`src/rtl/demux3_buf.sv`:
```
// Three-way demultiplexer feeding per-destination FIFO buffers with valid/ready handshakes.
// A stalled consumer only backs up its own buffer; an accepted-beat counter is kept for debug.

module demux3_buf_lane #(
  parameter int N     = 8,
  parameter int DEPTH = 2
) (
  input  logic         clk,
  input  logic         rst,
  input  logic         push,
  input  logic [N-1:0] wdata,
  input  logic         ready,
  output logic         full,
  output logic         valid,
  output logic [N-1:0] data
);
  localparam int AW = $clog2(DEPTH);

  logic [N-1:0]  mem [DEPTH];
  logic [AW-1:0] wptr, rptr;
  logic [AW:0]   occ;
  logic          pop;

  assign valid = (occ != '0);
  assign full  = (occ == (AW+1)'(DEPTH));
  assign pop   = valid & ready;
  assign data  = mem[rptr];

  // Storage is cleared on reset so the heads read as zero afterwards.
  always_ff @(posedge clk) begin
    if (rst) begin
      wptr <= '0;
      rptr <= '0;
      occ  <= '0;
      for (int i = 0; i < DEPTH; i++) mem[i] <= '0;
    end else begin
      if (push) begin
        mem[wptr] <= wdata;
        wptr      <= wptr + 1'b1;
      end
      if (pop) rptr <= rptr + 1'b1;
      case ({push, pop})
        2'b10:   occ <= occ + 1'b1;
        2'b01:   occ <= occ - 1'b1;
        default: occ <= occ;
      endcase
    end
  end
endmodule

module demux3_buf #(
  parameter int N     = 8,
  parameter int DEPTH = 2,
  parameter int CW    = 16
) (
  input  logic          clk,
  input  logic          rst,
  input  logic [N-1:0]  in_data,
  input  logic [1:0]    in_sel,
  input  logic          in_valid,
  output logic          in_ready,
  output logic [N-1:0]  out0_data,
  output logic          out0_valid,
  input  logic          out0_ready,
  output logic [N-1:0]  out1_data,
  output logic          out1_valid,
  input  logic          out1_ready,
  output logic [N-1:0]  out2_data,
  output logic          out2_valid,
  input  logic          out2_ready,
  output logic [CW-1:0] acc_cnt
);
  localparam int LANES = 3;

  logic [LANES-1:0]        sel_oh, push, full, valid, ready;
  logic [LANES-1:0][N-1:0] data;
  logic                    accept;

  // Same select encoding as the datapath mux: 1x both land on lane 2.
  always_comb begin
    sel_oh = 3'b100;
    if (in_sel == 2'b00)      sel_oh = 3'b001;
    else if (in_sel == 2'b01) sel_oh = 3'b010;
  end

  assign in_ready = |(sel_oh & ~full);
  assign accept   = in_valid & in_ready;
  assign push     = sel_oh & {LANES{accept}};
  assign ready    = {out2_ready, out1_ready, out0_ready};

  for (genvar g = 0; g < LANES; g++) begin : g_lane
    demux3_buf_lane #(.N(N), .DEPTH(DEPTH)) u_lane (
      .clk   (clk),
      .rst   (rst),
      .push  (push[g]),
      .wdata (in_data),
      .ready (ready[g]),
      .full  (full[g]),
      .valid (valid[g]),
      .data  (data[g])
    );
  end

  assign out0_data  = data[0];
  assign out1_data  = data[1];
  assign out2_data  = data[2];
  assign out0_valid = valid[0];
  assign out1_valid = valid[1];
  assign out2_valid = valid[2];

  always_ff @(posedge clk) begin
    if (rst)         acc_cnt <= '0;
    else if (accept) acc_cnt <= acc_cnt + 1'b1;
  end
endmodule

```
`config.mk`:
```
export PLATFORM = sky130hd
export DESIGN_NAME = demux3_buf
export DESIGN_NICKNAME = d
export VERILOG_FILES = /design/src/rtl/demux3_buf.sv
export SDC_FILE = /design/constraint.sdc
export NUM_CORES = 1
export LEC_CHECK = 0
export ABC_CLOCK_PERIOD_IN_PS = 1900
export CAP_MARGIN = 20
export CORE_MARGIN = 4
export CORE_UTILIZATION = 48
export DETAILED_ROUTE_END_ITERATION = 7
export MAX_ROUTING_LAYER = met4
export PLACE_DENSITY = 0.78
export SYNTH_ARGS = -nofsm -noshare
export SYNTH_HDL_FRONTEND = slang
export SYNTH_HIERARCHICAL = 1
export SYNTH_SLANG_ARGS = --single-unit
```
`constraint.sdc`:
```
create_clock -name clk -period 1.9 [get_ports clk]
set_input_delay 0.38 -clock clk [delete_from_list [all_inputs] [get_ports clk]]
set_output_delay 0.38 -clock clk [all_outputs]
set_load 0.05 [all_outputs]
```
### After elaboration in Yosys (flattened, before gate mapping)

Memories as Yosys holds them, arrays and structs flattened. A register that Yosys moved wholly into a read port is not among the register bits.
Cells that the tools add are included.

| operators by class | value |
|---|---|
| $add $sub $neg | 13 |
| multiplexer cells | 31 |
| bitwise logic cells | 7 |
| eq/ne operators | 10 |
| reductions and logical operators | 11 |

Operator list:

| kind | number |
|---|---|
| $mux W8 | 3 |
| $reduce_or A8 Y1 | 3 |
| $mux W1 | 23 |
| $add A16 B1 Y16 const B | 1 |
| $eq A2 B2 Y1 const B | 6 |
| $pmux W2 S2 | 3 |
| $reduce_bool A2 Y1 | 6 |
| $eq A2 B1 Y1 const B | 4 |
| $add A1 B1 Y1 const B | 6 |
| $add A2 B1 Y2 const B | 3 |
| $and A3 B3 Y3 | 2 |
| $mux W3 | 2 |
| $sub A2 B1 Y2 const B | 3 |
| $and A1 B1 Y1 | 4 |
| $not A3 Y3 | 1 |
| $reduce_or A3 Y1 | 1 |
| $logic_not A2 Y1 | 1 |

| storage, ports and cells | value |
|---|---|
| output and inout bits | 44 |
| memories | 3 |
| bits of input ports | 16 |
| flip-flop bits (word level) | 28 |
| memory bits (writable) | 48 |
| logic and storage cells | 85 |

Memory list:

| memory | depth | bits a word | read ports | clocked after Yosys merged registers in | wr ports | line | text |
|---|---|---|---|---|---|---|---|
| g_lane[0].u_lane.mem | 2 | 8 | 1 | 1 | 2 | 19 | `logic [N-1:0] mem [DEPTH];` |
| g_lane[1].u_lane.mem | 2 | 8 | 1 | 1 | 2 | 19 |  |
| g_lane[2].u_lane.mem | 2 | 8 | 1 | 1 | 2 | 19 |  |

### Logic depth before layout (Yosys ltp)

| logic depth | value |
|---|---|
| depth after elaboration | 12 |
| depth in mapped cells | 7 |
| gate-level depth less buffers | 7 |

### Cells and area by module

Netlist, hierarchy kept.

Modules (own cells, without submodules):

| module | area each (um^2) | sequential area each (um^2) | cells each | instances |
|---|---|---|---|---|
| demux3_buf_lane (g_lane[1].u_lane ...) | 918.4 | 580.6 | 76 | 2 |
| demux3_buf_lane (g_lane[0].u_lane) | 917.1 | 580.6 | 76 | 1 |
| demux3_buf | 854.6 | 320.3 | 98 | 1 |

### Worst setup path after synthesis

OpenSTA, ideal clock, no wires.

| path | value |
|---|---|
| path type | flip-flop to flip-flop |
| start point | register g_lane[1].u_lane.occ[0] |
| end point | register acc_cnt[6] |
| stages on the path, launching flop included | 8 |
| library setup time | 121 ps |
| data arrival time | 2104 ps |
| required time | 1779 ps |
| period minus slack after synthesis | 2225 ps |
| path slack | -325 ps |
| cells stage by stage | dfxtp_1 > and2b_2 > mux2_1 > mux2_4 > buf_6 > inv_1 > nand4_1 > mux2_2 |

| between the ends | value |
|---|---|
| word-level cells in the longest chain between the ends | 5 |

RTL lines:

| what | line | text |
|---|---|---|
| from (decl) | 21 | `logic [AW:0] occ;` |
| from (signal assigned) | 43 | `2'b10: occ <= occ + 1'b1;` |
| from (signal assigned) | 44 | `2'b01: occ <= occ - 1'b1;` |
| $eq A2 B2 Y1 | 25 | `assign full = (occ == (AW+1)'(DEPTH));` |
| via full[1] | 75 | `logic [LANES-1:0] sel_oh, push, full, valid, ready;` |
| $not A3 Y3 | 86 | `assign in_ready = \|(sel_oh & ~full);` |
| $and A3 B3 Y3 | 86 |  |
| $reduce_or A3 Y1 | 86 |  |
| via in_ready | 61 | `output logic in_ready,` |
| $and A1 B1 Y1 | 87 | `assign accept = in_valid & in_ready;` |
| to (signal assigned) | 113 | `else if (accept) acc_cnt <= acc_cnt + 1'b1;` |
| to (decl) | 71 | `output logic [CW-1:0] acc_cnt` |

The timed path passes the listed nets, and every way through them passes these cells.
A chain may end at the register's enable or synchronous reset.

### Final worst setup path

| path | value |
|---|---|
| start point | register g_lane[1].u_lane.occ[0] |
| end point | output port in_ready |

| between the ends | value |
|---|---|
| word-level cells in the longest chain between the ends | 4 |

RTL lines:

| what | line |
|---|---|
| $eq A2 B2 Y1 | 25 |
| via full[1] | 75 |
| $not A3 Y3 | 86 |
| $and A3 B3 Y3 | 86 |
| $reduce_or A3 Y1 | 86 |
| to (decl) | 61 |

The timed path passes the listed nets, and every way through them passes these cells.

==> metrics <==
worst-path maximum fanout 2; total grt overflow 0; drt total wl 8.44 mm; number of pins exceeding their max-slew limit in the final report 0; number of failing hold endpoints at the final stage 0; CTS tree yes; largest cells by area after synthesis sky130_fd_sc_hd__edfxtp_1, sky130_fd_sc_hd__dfxtp_1, sky130_fd_sc_hd__mux2_2; via/cell ratio 5.24; Worst Tran Pin Value 0.490 ns; placeable core region 7290 um2; mean instance size in the synthesized netlist 11.1 um2; crit end category output port; Static Leakage 1.99 nW; post-synth design cell area 3610 um2; TritonCTS sink count 79; MaxCap Viol Count 0; share of the synthesized area in the top cell type 0.399; fraction of registers with async set/reset 0; number of antenna diodes 0; global-route wire length before repair 12.9 mm; flip-flop and latch count after synthesis 79; count of boundary I/O pins 60; launching element type of the critical path register; top flip-flop cell by instance count after synthesis sky130_fd_sc_hd__edfxtp_1; Cell Rows 31; detailed-placement wirelength estimate 5.44 mm; initial core utilization 0.495; top cells by count, synth sky130_fd_sc_hd__nor2_1, sky130_fd_sc_hd__edfxtp_1, sky130_fd_sc_hd__nand2b_1, sky130_fd_sc_hd__dfxtp_1, sky130_fd_sc_hd__mux2_2; Cell Count Post-Placement 513; antenna-violating nets left 0; synthesized net count 346; number of CTS-inserted buffers 9; gp weighted congestion 0.815; number of instances in the synthesized netlist 326; Die ar. 8970 um2; # port buffers 59; final routed wire length divided by cell count 15.7 um; total vias in the final route 2,819; setup repair after global routing missed its margin yes; worst skew pair latency 0.35 ns; global-route usage over all layers 0.194; CP required 1.52 ns; maximum clock skew at final layout 0.00803 ns; sequential element share of the synthesized area 0.571; most area-hungry cell type in the Yosys netlist sky130_fd_sc_hd__edfxtp_1; final net count 454; Clock Pin Slew Worst Setup and Hold Paths 0.08 ns; H-tree depth 3; area delta synth->final 39.8%; count of TritonRoute iterations in the first routing pass 4; violated checks negative setup slack; dominant cell by count in the synthesized netlist sky130_fd_sc_hd__nor2_1; Util after Layout 0.692; via count of the first global-routing pass 2,652; final standard cell count with taps included and fillers excluded 538; Die Span X 94.7 um; final cycle utilization of the critical path 1.10; number of enable flip-flop cells after synthesis 48; run status finished with violations; final critical-path required period 2.08 ns; worst-case setup margin in the final layout -0.184 ns; highest clock frequency the design can meet 0.480 GHz; kind of path behind the tightest hold check in -> reg; DRC viols 0; number of buffers on the longest clock path 2; number of antenna violations at the first check in global routing 0; count of final setup violators 15; drt first-iter violations 176; CP Data Arrival Time 1.70 ns; Ys Warns 6; Worst Setup Path Type reg -> out; largest net degree at the start of global routing 31; Max transition margin 0.675; CTS Root Cell sky130_fd_sc_hd__clkbuf_8; maximum vdd ir drop 0.000535 V; number of different library cells in the post-synthesis netlist 36; die span in y 94.7 um; power per unit of standard cell area 1040 nW/um2; fraction of final layout cells with drive strength greater than 1 0.419
[logic make-up after synthesis]
logic type / Yosys count / synth area share
AO/OA/AOI/OAI: 38 / 0.0617
XOR/XNOR: 9 / 0.0218
adder cells (fa/ha/maj): 4 / 0.0139
buffers and inverters: 19 / 0.0229
flip-flops: 79 / 0.571
multiplexers: 29 / 0.0915
AND/OR/NAND/NOR: 148 / 0.217
[stage by stage]
step | instance area, um2 | hold WS (ns) | setup slack (ns) | power (mW) | TNS, ns
6_report | 5050 | 0.454 | -0.184 | 5.27 | -1.44
5_1_grt | 5050 | 0.487 | -0.219 | 5.47 | -2.05
4_1_cts | 4930 | 0.456 | -0.191 | 5.20 | -1.48
3_5_place_dp | 4580 | 0.459 | -0.456 | 3.53 | -20.74
3_3_place_gp | 4580 | 0.447 | -0.449 | 3.51 | -18.60
2_1_floorplan | 3650 | 0.444 | -0.0961 | 3.04 | -0.184
[path summary, 6_finish.rpt]
| check | from | endpoint | cells after the start | slack, ns |
|---|---|---|---|---|
| setup / recovery | g_lane[1].u_lane/occ[0] | in_ready | 5 | -0.18 |
| hold / removal | rst | register | 2 | 0.45 |
| setup reg to reg | g_lane[1].u_lane/occ[0] | acc_cnt[9] | 6 | -0.12 |
| hold reg to reg | g_lane[0].u_lane/wptr | g_lane[0].u_lane/wptr | 2 | 0.47 |
[power by group]
| part | internal (mW) | total [mW] | switching [mW] | leakage, nW |
|---|---|---|---|---|
| clock network | 1.01 | 1.64 | 0.629 | 0.130 |
| logic | 0.664 | 1.57 | 0.906 | 1.10 |
| registers | 1.96 | 2.06 | 0.0977 | 0.759 |
| total | 3.63 | 5.27 | 1.63 | 1.99 |
[critical path: stages, from the launching register on]
cell and delay [ns]:
sky130_fd_sc_hd__dfxtp_2 0.33, sky130_fd_sc_hd__and2b_2 0.24, sky130_fd_sc_hd__mux2_4 0.27, sky130_fd_sc_hd__mux2_4 0.29, sky130_fd_sc_hd__clkinvlp_4 0.10, sky130_fd_sc_hd__buf_12 0.13
[state kept, by name (all words and copies together), names as in the netlist, named ones only]
register and count:
g_lane.u_lane/occ 6, g_lane.u_lane/wptr 3, g_lane.u_lane/rptr 3, acc_cnt 16
g_lane.u_lane/mem 48
[routing by layer]
metal,up-vias,wire (um),GRT usage
met1,1345,3570,0.249
met5,-,0,-
met4,0,114,0.0709
li1,1372,-,-
met2,88,4300,0.309
met3,14,453,0.0335
[layout make-up]
class / instances / area [um2]
inverter: 6 / 26.3
multi-input combinational: 229 / 1610
tap: 99 / 124
fill: 547 / 2250
clock buffer: 9 / 124
clock inverter: 7 / 145
sequential: 79 / 2080
timing repair buffer: 109 / 936
[layout by cell type (no fill, tap or decap), types with 5 or more instances in the layout]
cell type,count
sky130_fd_sc_hd__buf_4,85
sky130_fd_sc_hd__or4_1,5
sky130_fd_sc_hd__clkdlybuf4s50_1,11
sky130_fd_sc_hd__edfxtp_1,48
sky130_fd_sc_hd__mux2_4,5
sky130_fd_sc_hd__dfxtp_1,17
sky130_fd_sc_hd__a21oi_1,13
sky130_fd_sc_hd__xnor2_1,6
sky130_fd_sc_hd__buf_12,6
sky130_fd_sc_hd__nand2_1,10
sky130_fd_sc_hd__o21ai_0,7
sky130_fd_sc_hd__nand2b_1,33
sky130_fd_sc_hd__nor2_1,61
sky130_fd_sc_hd__nand3_1,7
sky130_fd_sc_hd__mux2_2,25
sky130_fd_sc_hd__dfxtp_2,12
sky130_fd_sc_hd__clkbuf_8,9
sky130_fd_sc_hd__a21oi_2,6
sky130_fd_sc_hd__or3_1,6
sky130_fd_sc_hd__o31ai_1,9
[timing repair]
action,CTS,global route
resized for setup,10,23
buffers inserted,5,3
pin swaps,3,9
hold buffers,0,0
hold endpoints to repair,0,0
cloned,1,0
endpoints found under the setup margin,20,50
Power figures use the tool's default switching activity.
